`src/rtl/game_pkg.sv`:
```
// Shared definitions for the target game: state encoding, target count and index folding.
// Helpers are pure functions; no storage lives here.
package game_pkg;

    localparam int NUM_TARGETS = 18;
    localparam int IDX_W       = 5;

    typedef enum logic [2:0] {
        IDLE,
        REQ,
        WAIT,
        PICK,
        SHOW,
        DONE
    } state_t;

    // A 5-bit raw value spans 0..31; values 18..31 are folded down by one target count.
    function automatic logic [IDX_W-1:0] fold_idx(input logic [IDX_W-1:0] raw);
        return (raw < IDX_W'(NUM_TARGETS)) ? raw : raw - IDX_W'(NUM_TARGETS);
    endfunction

endpackage

```
`src/rtl/target_decode.sv`:
```
// Folds a raw 5-bit random value into a target index and decodes it one-hot.
// Latency: combinational. Backpressure: none.
module target_decode
    import game_pkg::*;
(
    input  logic [IDX_W-1:0]       raw_idx,
    output logic [NUM_TARGETS-1:0] onehot
);

    logic [IDX_W-1:0] idx;

    always_comb begin
        idx    = fold_idx(raw_idx);
        onehot = '0;
        for (int i = 0; i < NUM_TARGETS; i++) begin
            onehot[i] = (idx == IDX_W'(i));
        end
    end

endmodule

```
`src/rtl/target_picker.sv`:
```
// Round sequencer: requests a random number, lights one target, scores hit or timeout miss.
// Latency: start to lit target RNG_WAIT+2 cycles; no stall path, start is a level. NO_REPEAT_EN rejects repeats.
module target_picker
    import game_pkg::*;
#(
    parameter int RNG_WAIT = 2,
    parameter int TIMEOUT  = 50_000_000
) (
    input  logic                   clk,
    input  logic                   reset,
    input  logic                   start,
    input  logic [NUM_TARGETS-1:0] random_value,
    input  logic [NUM_TARGETS-1:0] hit_sw,
    output logic                   change,
    output logic [NUM_TARGETS-1:0] target,
    output logic                   hit_pulse,
    output logic                   miss_pulse,
    output logic [7:0]             round_cnt
);

    localparam int TMR_W  = $clog2(TIMEOUT);
    localparam int WAIT_W = (RNG_WAIT > 2) ? $clog2(RNG_WAIT - 1) : 1;
    // The PICK cycle itself is the last wait cycle, so WAIT lasts RNG_WAIT-1 cycles.
    localparam logic [WAIT_W-1:0] WAIT_LAST = WAIT_W'((RNG_WAIT > 1) ? RNG_WAIT - 2 : 0);
    localparam logic [TMR_W-1:0]  TMR_LAST  = TMR_W'(TIMEOUT - 1);

    state_t                   state;
    logic [WAIT_W-1:0]        wait_cnt;
    logic [TMR_W-1:0]         timer;
    logic [NUM_TARGETS-1:0]   pick_onehot;
    logic                     unused_rng_bits;
`ifdef NO_REPEAT_EN
    logic [NUM_TARGETS-1:0]   prev_onehot;
`endif

    assign unused_rng_bits = ^random_value[NUM_TARGETS-1:IDX_W];

    target_decode u_decode (
        .raw_idx (random_value[IDX_W-1:0]),
        .onehot  (pick_onehot)
    );

    always_ff @(posedge clk or posedge reset) begin
        if (reset) begin
            state       <= IDLE;
            wait_cnt    <= '0;
            timer       <= '0;
            change      <= 1'b0;
            target      <= '0;
            hit_pulse   <= 1'b0;
            miss_pulse  <= 1'b0;
            round_cnt   <= '0;
`ifdef NO_REPEAT_EN
            prev_onehot <= '0;
`endif
        end else begin
            change     <= 1'b0;
            hit_pulse  <= 1'b0;
            miss_pulse <= 1'b0;
            case (state)
                IDLE: begin
                    if (start) begin
                        state  <= REQ;
                        change <= 1'b1;
                    end
                end
                REQ: begin
                    wait_cnt <= '0;
                    state    <= (RNG_WAIT == 1) ? PICK : WAIT;
                end
                WAIT: begin
                    if (wait_cnt == WAIT_LAST) begin
                        state <= PICK;
                    end else begin
                        wait_cnt <= wait_cnt + WAIT_W'(1);
                    end
                end
                PICK: begin
`ifdef NO_REPEAT_EN
                    // Stored one-hot; zero after reset so the first pick always passes.
                    if (pick_onehot == prev_onehot) begin
                        state  <= REQ;
                        change <= 1'b1;
                    end else begin
                        prev_onehot <= pick_onehot;
                        target      <= pick_onehot;
                        timer       <= '0;
                        state       <= SHOW;
                    end
`else
                    target <= pick_onehot;
                    timer  <= '0;
                    state  <= SHOW;
`endif
                end
                SHOW: begin
                    if ((hit_sw & target) != '0) begin
                        hit_pulse <= 1'b1;
                        target    <= '0;
                        round_cnt <= round_cnt + 8'd1;
                        state     <= DONE;
                    end else if (timer == TMR_LAST) begin
                        miss_pulse <= 1'b1;
                        target     <= '0;
                        round_cnt  <= round_cnt + 8'd1;
                        state      <= DONE;
                    end else begin
                        timer <= timer + TMR_W'(1);
                    end
                end
                DONE: begin
                    if (start) begin
                        state  <= REQ;
                        change <= 1'b1;
                    end else begin
                        state <= IDLE;
                    end
                end
                default: state <= IDLE;
            endcase
        end
    end

endmodule

```
`config.mk`:
```
export PLATFORM = sky130hd
export DESIGN_NAME = target_picker
export DESIGN_NICKNAME = d
export VERILOG_FILES = /design/src/rtl/game_pkg.sv /design/src/rtl/target_decode.sv /design/src/rtl/target_picker.sv
export SDC_FILE = /design/constraint.sdc
export NUM_CORES = 1
export LEC_CHECK = 0
export ABC_AREA = 1
export CAP_MARGIN = 20
export CORE_MARGIN = 2
export CORE_UTILIZATION = 57
export CTS_CLUSTER_SIZE = 25
export DETAILED_ROUTE_END_ITERATION = 12
export PLACE_DENSITY_LB_ADDON = 0.12
export SYNTH_ARGS = -nofsm -noshare
export SYNTH_HDL_FRONTEND = slang
export SYNTH_HIERARCHICAL = 1
export SYNTH_SLANG_ARGS = --single-unit
export TNS_END_PERCENT = 10
```
`constraint.sdc`:
```
create_clock -name clk -period 3 [get_ports clk]
set_input_delay 0.3 -clock clk [delete_from_list [all_inputs] [get_ports clk]]
set_output_delay 0.3 -clock clk [all_outputs]
set_load 0.02 [all_outputs]
```
# After elaboration in Yosys (flattened, before gate mapping)
# Index checks and enable logic that the tools add are counted.
# totals
ff_bits	59
latchBits	0
ramBits	0
mem_bits_ro	0
input_bits	39
out_inout_bits	29
elab_cells	77
n_memories	0
# classes
addsub	4
multipliers	0
div_mod_pow	0
magnitude_cmp	1
eq_ne	28
shifts	0
mux	24
n_bitwise	1
n_reduce_logical	11
# ops
cell	count
2-to-1 mux 26 bit	2
case mux 26 bit (2 select lines)	1
equality test 5 x 4 -> 1 bit, second input constant	8
2-to-1 mux 18 bit	2
case mux 18 bit (2 select lines)	1
adder 26 x 1 -> 26 bit, second input constant	1
equality test 26 bit, second input constant	1
equality test 5 x 3 -> 1 bit, second input constant	4
bitwise AND 18 bit	1
case mux 3 bit (6 select lines)	1
nonzero test 18 bit	1
2-to-1 mux 8 bit	2
2-to-1 mux 3 bit	4
equality test 5 x 2 -> 1 bit, second input constant	2
equality test 5 bit, second input constant	2
2-to-1 mux 1 bit	9
adder 8 x 1 -> 8 bit, second input constant	1
inequality test 2 bit, second input constant	4
equality test 3 x 2 -> 1 bit, second input constant	2
equality test 3 bit, second input constant	2
AND reduction 3 bit	2
nonzero test 2 bit	3
equality test 5 x 1 -> 1 bit, second input constant	1
logical NOT 5 bit	1
other kinds (10)	11

# Depth between registers and ports, before layout
# logic_depth
ltp_word	4
ltp_mapped	12
ltp_nobuf	11

# Modules after synthesis
# Netlist, hierarchy kept.
# by_module_without_submodules
mod	instances	cells_each	area_per_inst_um2	seq_area_each_um2
target_picker	1	507	3444.6	1451.4
target_decode	1	51	221.5	0.0

# Worst setup path after synthesis
# OpenSTA, ideal clock, no wires.
# synth_timing
path_type	reg-to-reg
from	reg timer[0]
to	reg timer[10]
setup_ns	0.117
t_arrival_ns	1.547
path_slack_ns	1.336
path_stages_with_launch	13
period_less_slack_ns	1.664
cell_sequence	dfrtp_1 > ha_1 > nand2_1 > nor2_4 > nand2_1 > nor2_1 > nand2_1 > nand3_2 > buf_6 > nand2_4 > buf_6 > nand2_1 > nand2_1
# synth_via
elab_chain_cells	4
# synth_rtl
item	line	text
start: declaration	target_picker.sv:29	logic [TMR_W-1:0] timer;
start signal: assignment	target_picker.sv:108	timer <= timer + TMR_W'(1);
adder 26 x 1 -> 26 bit	target_picker.sv:108	
2-to-1 mux 26 bit	target_picker.sv:102	end else if (timer == TMR_LAST) begin
2-to-1 mux 26 bit	target_picker.sv:97	if ((hit_sw & target) != '0) begin
case mux 26 bit (2 select lines)	target_picker.sv:60	case (state)
# Parallel ways exist; a longest one is shown, timed or not. The select of a mux whose other input is x is not followed.
# A chain may end at the register's enable or synchronous reset.

# Worst setup path in the final report
# layout_timing
from	reg target[8]
to	reg target[7]
# layout_via
elab_chain_cells	4
# layout_rtl
item	line	text
start: declaration	target_picker.sv:15	output logic [NUM_TARGETS-1:0] target,
start signal: assignment	target_picker.sv:91	target <= pick_onehot;
bitwise AND 18 bit (*)	target_picker.sv:97	
nonzero test 18 bit (*)	target_picker.sv:97	
2-to-1 mux 18 bit or inequality test 3 bit (tied branches)	--	
case mux 18 bit (2 select lines) or AND reduction 2 bit (tied branches)	--	
# Mark *: on every way between the ends. The rest lies on a longest branch, timed or not.

==> results.yml <==
pwr:
  powerDensity_nw_per_um2: 641.6
  p_leak_nw: 2.190
  total_power_mw: 2.885
  power.share.clock: 0.290
  peakVddDrop_uv: 531.3
  switchingPower_mw: 1.141
  p_int_mw: 1.744
  p_sw_frac: 0.3955
  combPwrFrac: 0.374
  p_seq_frac: 0.336
setup_path:
  ff2ff_setup_slack_ns: 0.81
  start_kind: "flop"
  rr_worst_depth: 9
  setup.worst_path.start: "target[8]$_DFFE_PP0P_"
  timing_worst_setup_path_type: "reg -> reg"
  r2r_end: "target[7]$_DFFE_PP0P_"
  worst_path_most_repeated_cell: "nand2_1"
  crit_path_end: "target[7]$_DFFE_PP0P_"
  arrival_ns: 2.47
  critPathMaxFanout: 18
  crit_path_end_kind: "flop"
  reg2reg_from: "target[8]$_DFFE_PP0P_"
  critPathSlowestCell: "nand2_2"
  critical-path-max-stage-delay_ns: 0.43
  crit_chain: "nand2_1 > nand2_1 > nor2_1 > nand3_1 > nor2_1 > nand3_2 > nand2_2 > nand2_1 > nand2_1"
  cp.required_ns: 3.28
synthesis:
  synth_nets: 600
  synth_top_area_frac: 0.3959
  async_flop_share: 1.000
  synthTopCellsByArea: "dfrtp_1, nand2_1, nor2_1, nand3_1, inv_1"
  ys_seq_elements: 58
  synth-edff-count: 0
  seq_area_frac_synth: 0.3959
  post-synth-top-area-cell: "dfrtp_1"
  synth_ff_type: "dfrtp_1"
  syn_avg_cell_area_um2: 6.570
  yosys_warnings: 6
  syn_inst: 558
  synth_area_um2: 3666
  synth_cell_type_count: 27
routing:
  ant_nets: 0
  vias_per_cell: 5.403
  drc_errors: 0
  wl_per_cell_um: 13.06
  firstDrtPassIters: 5
  drt_iter0_drc: 254
  via_count: 3755
  wirelength_mm: 9.074
clock_network:
  clock_sinks: 58
  path_clk_slew_ns: 0.07
  cts_tree: "built"
  hold_buffers: 0
  htree_levels: 3
  clock_latency_ns: 0.34
  postCtsSetupBuffers: 0
  clock_path_buffers: 2
  root_buffer: "clkbuf_8"
  cts_buffers: 9
  ctsResizeCount: 0
cells_and_area:
  syn2layout_area_growth_pct: 22.66
  drive_above_1_share: 0.05987
  n_antenna_cell: 0
  fin_area_um2: 4497
  fin_cells: 695
  fin_nets: 655
  layout_commonest_cell: "nand2_1"
  mostFrequentLayoutCells: "nand2_1, nor2_1, nand3_1"
global_route:
  grt_pass1_wl_mm: 15.99
  first_global_vias: 3742
  grt_max_degree: 59
  grt-ovfl-total: 0
  antenna_found_initial: 0
  grtUsageTotal: 0.2759
timing:
  period_needed_ns: 2.189
  setup_violations: 0
  fin_crit_sh: 0.7297
  setup-tns-final_ns: 0
  rsz0062_at_grt: "false"
  skew_ns: 0.006869
  tightest_slew_ns: 0.4676
  drv_slew: 0
  relSlewSlack: 0.6871
  hold_viol_final: 0
  fmax_ghz: 0.4568
floorplanning:
  num_rows: 29
  chipWidth_um: 84.20
  num_io_pins: 68
  initial_core_util: 0.5840
  dieArea_um2: 7089
  coreArea_um2: 6277
  die_h_um: 84.20
place:
  gp_congestion: 0.9242
  place_area_um2: 4268
  placedCellCount: 679
  dp_hpwl_mm: 6.383
  port_buffers: 54
worst_hold_path:
  hp-class: "in -> async"
job:
  drv_cap: 0
outcome:
  outcome: "finished, final reports clean"
critical path, delay by kind of cell, from the launching register on:
kind,cells,cell delay [ns]
flip-flops,1,0.41
AND/OR/NAND/NOR,9,1.70
cell usage after synthesis (4+ instances only):
cell type	instances
a21oi_1	9
clkbuf_1	9
dfrtp_1	58
inv_1	37
inv_2	4
nand2_1	216
nand2_2	5
nand3_1	62
nand4_1	20
nor2_1	92
o21ai_0	9
xnor2_1	6
xor2_1	5
registers in the layout, summed over array words and instances, names as in the netlist:
| register | flops |
|---|---|
| timer | 26 |
| target | 18 |
| round_cnt | 8 |
| state | 3 |
| change | 1 |
| hit_pulse | 1 |
| miss_pulse | 1 |
layer usage:
metal	global-route usage	vias to the layer above	wire length (um)	part of all wire
met1	0.3325	1741	3905	0.43
met3	0.05703	25	461	0.051
met4	0.1422	0	263	0.029
met2	0.4668	116	4444	0.49
li1	-	1873	-	-
met5	0	-	0	0
worst min path at each step:
stage	startpoint	end	slack, ns	cells past startpoint
global placement	target[7]$_DFFE_PP0P_	target[7]$_DFFE_PP0P_	0.48	2
detailed placement	target[12]$_DFFE_PP0P_	target[12]$_DFFE_PP0P_	0.49	2
floorplan	start	change$_DFF_PP0_	0.45	2
CTS	reset	target[11]$_DFFE_PP0P_	0.34	3
global route	reset	round_cnt[0]$_DFFE_PP0P_	0.37	3
finish	reset	change$_DFF_PP0_	0.33	3
metrics by stage:
stage | setup slack, ns | hold slack, ns | utilization
6_report | 0.8110 | 0.3333 | 0.7164
2_1_floorplan | 1.272 | 0.4522 | -
3_3_place_gp | 0.5772 | 0.4801 | 0.6799
5_1_grt | 0.6038 | 0.3739 | 0.7164
4_1_cts | 0.8372 | 0.3403 | 0.7164
3_5_place_dp | 0.5360 | 0.4852 | 0.6799
power groups by stage:
stage / clock network, mW / registers (mW) / logic [mW]
floorplan: 0 / 1.07 / 0.625
global placement: 0 / 0.980 / 1.05
detailed placement: 0 / 0.983 / 1.08
CTS: 0.851 / 0.971 / 1.08
global route: 0.886 / 0.984 / 1.18
finish: 0.836 / 0.971 / 1.08
layout make-up:
type	instances	area, um2
clock buffer	12	155.1
clock inverter	4	73.82
fill	533	1780
inverter	41	153.9
multi-input combinational	442	1961
sequential	58	1451
tap	77	96.34
timing repair buffer	61	605.6
logic make-up after synthesis:
kind of cell / count (synthesis) / synth area share
xor gates and xnor gates: 11 / 0.02628
and+or+nand+nor: 407 / 0.4676
DFF: 58 / 0.3959
buffers and inverters: 58 / 0.06928
AOI/OAI and AO/OA: 21 / 0.03071
adders and majority gates: 3 / 0.01024
(Power assumes the default switching activity.)
